==> config.mk <==
export PLATFORM = sky130hd
export DESIGN_NAME = pb_io_sequencer
export DESIGN_NICKNAME = d
export VERILOG_FILES = /design/src/rtl/pb_io_sequencer.sv
export SDC_FILE = /design/constraint.sdc
export NUM_CORES = 1
export LEC_CHECK = 0
export CAP_MARGIN = 5
export CORE_MARGIN = 1.5
export CORE_UTILIZATION = 32
export CTS_CLUSTER_SIZE = 10
export DETAILED_ROUTE_END_ITERATION = 16
export PLACE_DENSITY = 0.76
export SETUP_SLACK_MARGIN = 0.2
export SLEW_MARGIN = 25
export SYNTH_ARGS = -nofsm -noshare
export SYNTH_HDL_FRONTEND = slang
export SYNTH_SLANG_ARGS = --single-unit
==> constraint.sdc <==
create_clock -name clk -period 1.5 [get_ports clk]
set_clock_uncertainty 0.05 [all_clocks]
set_input_delay 0.45 -clock clk [delete_from_list [all_inputs] [get_ports clk]]
set_output_delay 0.45 -clock clk [all_outputs]
set_load 0.05 [all_outputs]
==> src/rtl/pb_io_sequencer.sv <==
// Shares one kcpsm3 arithmetic program between N_REQ clients: round-robin grant, operand port map, result capture.
// Optional macro PB_TIMEOUT_EN adds a BUSY-cycle watchdog that aborts with resul=0xFF and err=1.
module pb_io_sequencer #(
    parameter int N_REQ       = 2,
    parameter int TIMEOUT_CYC = 1023
) (
    input  logic               clk,
    input  logic               reset,
    input  logic [N_REQ-1:0]   req,
    input  logic [8*N_REQ-1:0] oper_1,
    input  logic [8*N_REQ-1:0] oper_2,
    output logic [N_REQ-1:0]   done,
    output logic [7:0]         resul,
    output logic               err,
    output logic               busy,
    input  logic [7:0]         port_id,
    output logic [7:0]         in_port,
    input  logic [7:0]         out_port,
    input  logic               write_strobe,
    input  logic               read_strobe
);

    localparam logic [1:0] S_IDLE = 2'd0;
    localparam logic [1:0] S_BUSY = 2'd1;
    localparam logic [1:0] S_DONE = 2'd2;

    logic [1:0]  r_state;
    logic [1:0]  r_ptr;
    logic [1:0]  r_grant;
    logic        r_start;
    logic [7:0]  r_resul;
    logic [7:0]  r_in_port;

    logic [3:0]  w_req4;
    logic [31:0] w_op1;
    logic [31:0] w_op2;
    logic [2:0]  w_idx;
    logic [1:0]  w_pick;
    logic        w_found;
    logic        w_res_wr;
    logic        w_unused;

    // Widen the client buses to the 4-client maximum so a 2-bit index always selects cleanly.
    assign w_req4   = 4'(req);
    assign w_op1    = 32'(oper_1);
    assign w_op2    = 32'(oper_2);
    assign w_res_wr = write_strobe && (port_id == 8'h02);
    assign w_unused = read_strobe;

    always_comb begin
        w_pick  = 2'd0;
        w_found = 1'b0;
        w_idx   = 3'd0;
        for (int i = 0; i < N_REQ; i++) begin
            w_idx = 3'(r_ptr) + 3'(i);
            if (w_idx >= 3'(N_REQ)) w_idx = w_idx - 3'(N_REQ);
            if (!w_found && w_req4[w_idx[1:0]]) begin
                w_found = 1'b1;
                w_pick  = w_idx[1:0];
            end
        end
    end

`ifdef PB_TIMEOUT_EN
    localparam int CW = $clog2(TIMEOUT_CYC + 1);
    logic [CW-1:0] r_cnt;
    logic          r_err;
    assign err = r_err;
`else
    assign err = 1'b0;
`endif

    always_ff @(posedge clk) begin
        if (reset) begin
            r_state <= S_IDLE;
            r_ptr   <= 2'd0;
            r_grant <= 2'd0;
            r_start <= 1'b0;
            r_resul <= 8'h00;
`ifdef PB_TIMEOUT_EN
            r_cnt   <= '0;
            r_err   <= 1'b0;
`endif
        end else begin
            case (r_state)
                S_IDLE: begin
                    if (w_found) begin
                        r_grant <= w_pick;
                        r_start <= 1'b1;
                        r_state <= S_BUSY;
`ifdef PB_TIMEOUT_EN
                        r_cnt   <= '0;
`endif
                    end
                end
                S_BUSY: begin
                    // A result write on the expiry cycle still counts as a normal completion.
                    if (w_res_wr) begin
                        r_resul <= out_port;
                        r_start <= 1'b0;
                        r_state <= S_DONE;
                    end
`ifdef PB_TIMEOUT_EN
                    else if (r_cnt == CW'(TIMEOUT_CYC - 1)) begin
                        r_resul <= 8'hFF;
                        r_start <= 1'b0;
                        r_err   <= 1'b1;
                        r_state <= S_DONE;
                    end else begin
                        r_cnt <= r_cnt + CW'(1);
                    end
`endif
                end
                S_DONE: begin
                    r_ptr   <= (r_grant == 2'(N_REQ - 1)) ? 2'd0 : r_grant + 2'd1;
                    r_state <= S_IDLE;
`ifdef PB_TIMEOUT_EN
                    r_err   <= 1'b0;
`endif
                end
                default: r_state <= S_IDLE;
            endcase
        end
    end

    // Registered read mux gives kcpsm3 its port data one cycle after port_id settles.
    always_ff @(posedge clk) begin
        if (reset) begin
            r_in_port <= 8'h00;
        end else begin
            case (port_id)
                8'h00:   r_in_port <= w_op1[{r_grant, 3'b000} +: 8];
                8'h01:   r_in_port <= w_op2[{r_grant, 3'b000} +: 8];
                8'h02:   r_in_port <= {7'b0, r_start};
                8'h03:   r_in_port <= {6'b0, r_grant};
                default: r_in_port <= 8'h00;
            endcase
        end
    end

    always_comb begin
        done = '0;
        for (int k = 0; k < N_REQ; k++) begin
            done[k] = (r_state == S_DONE) && (r_grant == 2'(k));
        end
    end

    assign busy    = (r_state != S_IDLE);
    assign resul   = r_resul;
    assign in_port = r_in_port;

endmodule

==> results by group, run 1 <==
Setup path
  – Maximum net fanout on the critical path: 3
  – RR Startpoint: r_state[0]
  – CP required: 1.00 ns
  – CP Launch Type: flip-flop
  – Crit path from: r_state[0]
  – Crit path capture type: output port
  – Slowest stage cell, crit path: dfxtp_2
  – WS Path Type: flip-flop to output port
  – Data arrival, critical path: 1.21 ns
  – Crit path cell chain: nand2b_4 > nor3b_4 > buf_12
  – Slowest stage delay, CP: 0.35 ns

Synth
  – Number of synthesized flops with an enable pin: 0
  – Synth warn: 0
  – Register area share after synthesis: 40.75%
  – Mapped Nets: 153
  – Yosys reg bits: 23
  – Post-Syn Area: 0.001130 mm²
  – Gate Count Post-Synth: 99
  – Main synth FF type: dfxtp_1
  – Unique cell type count in the Yosys netlist: 30
  – Mean Syn Cell Area: 11.41 µm²
  – Async set or reset register ratio after synthesis: 0%

Global route
  – Tot GR Track Use: 21.09%
  – Vias in the first global route: 1295
  – Pin count of the biggest net entering global routing: 16
  – Global-route wire length before repair: 6.410 mm
  – GR Overflow Total: 0
  – Initial antenna violation count: 0

Routing
  – Wirelength per Cell: 17.09 µm
  – Via count: 1178
  – Vias per cell: 4.908
  – DRC: 0
  – Initial DRC count: 25
  – Final ANT Viol Nets: 0
  – Final wirelength: 4.101 mm
  – Number of detailed-route iterations in the first pass: 4

Die
  – Die Y: 62.42 µm
  – Die area: 0.003896 mm²
  – Row count: 21
  – Ports: 74
  – Starting Density: 33.59%
  – Area of the core: 0.003363 mm²
  – Die width: 62.42 µm

Power and ir drop
  – Lkg Pwr: 1.069 nW
  – Worst VDD drop: 0.4063 mV
  – Pwr dens: 508.1 mW/mm²

Placed design
  – Detailed placer's ending HPWL: 3.035 mm
  – Routability cong.: 0.7530
  – Setup Slack @ Placement: -0.7104 ns
  – I/O Buffers: 71

Clock tree
  – CTS Buf Count: 3
  – CTS tree: yes
  – Sink Count: 23
  – Clock latency on the worst-skew pair: 0.31 ns
  – H-tree lvl count: 1
  – Hold Buf Count CTS: 0
  – Maximum root-to-sink buffer count: 2
  – Clock root buffer: clkbuf_4
  – Clock transition at the registers of the reported paths: 0.12 ns

Finish
  – Area growth, synth to finish: 115.7%
  – Inserted Diodes: 0
  – Nets: 249
  – Fillers: 249
  – Share of cells above drive strength 1: 47.42%

Timing
  – RSZ-0062 raised after global routing: true
  – Setup TNS: -0.6237 ns
  – Maximum clock rate: 583.5 MHz
  – Tcrit/Tclk final: 114.3%
  – Setup ws final: -0.2139 ns
  – Final Hold Viols: 0
  – Final Slew Violations: 0
  – Setup violations, final: 7
  – Final Critical Period: 1.714 ns

Worst hold path
  – HP Class: primary input to flip-flop
  – Hold Path Origin: reset

Run status
  – Failing checks: negative setup slack
  – Status: finished with violations

Job
  – Maxcap violations: 0
==> per-layer routing <==
layer / part of all wire, % / wire [µm] / vias to the layer above / track usage (%)
li1: - / - / 553 / -
met1: 36 / 1495 / 573 / 22.70
met2: 57 / 2350 / 42 / 40.46
met3: 3.2 / 131 / 10 / 3.423
met4: 3.0 / 123 / 0 / 8.611
met5: 0 / 0 / - / 0
==> worst max-delay path, delay by kind of cell, from the launching register on <==
| kind | cells | cell delay [ns] |
|---|---|---|
| flip-flops | 1 | 0.35 |
| buffers and inverters | 1 | 0.16 |
| AND/OR/NAND/NOR | 2 | 0.41 |
==> cells in the final DEF, fill, tap and decap left out, types with 2 or more instances in the layout <==
| cell type | count |
|---|---|
| dlygate4sd2_1 | 3 |
| mux4_2 | 3 |
| and3b_1 | 2 |
| buf_4 | 17 |
| clkdlybuf4s50_1 | 38 |
| nand3_1 | 2 |
| buf_12 | 21 |
| mux4_1 | 5 |
| buf_2 | 2 |
| and2_1 | 4 |
| clkdlybuf4s15_1 | 5 |
| nor2_1 | 14 |
| dfxtp_1 | 4 |
| a21oi_1 | 3 |
| clkbuf_4 | 3 |
| buf_6 | 9 |
| nor4_4 | 3 |
| nand2_4 | 2 |
| and2_4 | 2 |
| mux2i_1 | 8 |
| dfxtp_2 | 18 |
==> state kept, by name, indices dropped and copies added, names as in the netlist <==
name / count
resul: 8
in_port: 8
r_state: 2
r_start: 1
r_ptr: 2
r_grant: 2
==> kinds of logic after synthesis <==
kind of cell / share of synthesized area [%]
and+or+nand+nor: 22.37
buffers and inverters: 3.986
muxes: 26.36
AOI/OAI and AO/OA: 6.202
DFF: 40.75
other: 0.3319
==> Yosys cell counts (3+ instances only) <==
library cell / instances / area share, %
nor3b_1: 3 / 2.0
mux4_1: 7 / 16
buf_4: 3 / 2.0
dfxtp_1: 23 / 41
mux2i_1: 8 / 7.1
and2_1: 6 / 3.3
nor2_1: 15 / 5.0
a21oi_1: 4 / 1.8
==> metrics by stage <==
step	total power (W)	cells	utilization, %	hold WS, ns	instance area (µm²)
floorplan	0.0007476	99	-	0.3866	1179
global placement	0.0009240	222	65.40	0.4002	2200
detailed placement	0.0009343	222	65.40	0.4367	2200
CTS	0.001237	237	71.73	0.4475	2412
global route	0.001286	240	72.47	0.4354	2437
finish	0.001238	240	72.47	0.4386	2437
==> where the power goes <==
part	switching [W]	internal, W
registers	0.00000779	0.000618
clock network	0.000177	0.000104
logic	0.000112	0.000220
==> worst paths after layout <==
check | end | slack [ns] | cells past startpoint
max | done[1] | -0.21 | 3
min | in_port[1] | 0.44 | 2
max reg2reg | resul[0] | -0.02 | 7
min reg2reg | r_start | 0.46 | 2
==> what timing repair did <==
| action | in CTS | in global routing |
|---|---|---|
| setup buffers | 10 | 3 |
| resized for setup | 75 | 4 |
| pin swaps | 13 | 5 |
| cloned | 1 | 0 |
| endpoints found under the setup margin | 39 | 39 |
==> cell type report <==
| class | instances | area, µm² | area share (%) |
|---|---|---|---|
| sequential | 23 | 486.7 | 19.97 |
| timing repair buffer | 98 | 1166 | 47.84 |
| clock buffer | 4 | 26.28 | 1.078 |
| tap | 46 | 57.56 | 2.361 |
| inverter | 1 | 3.754 | 0.1540 |
| multi-input combinational | 68 | 696.9 | 28.59 |
No activity file was read; power rests on OpenSTA's default activity.
==> run 2: changes to the inputs <==
--- a/config.mk
+++ b/config.mk
@@ -8,6 +8,7 @@
 export CAP_MARGIN = 5
 export CORE_MARGIN = 1.5
 export CORE_UTILIZATION = 32
+export CTS_CLUSTER_DIAMETER = 40
 export CTS_CLUSTER_SIZE = 10
 export DETAILED_ROUTE_END_ITERATION = 16
 export PLACE_DENSITY = 0.76
==> results of run 2 <==
The final DEF is identical to that of run 1; final timing and power are the same.
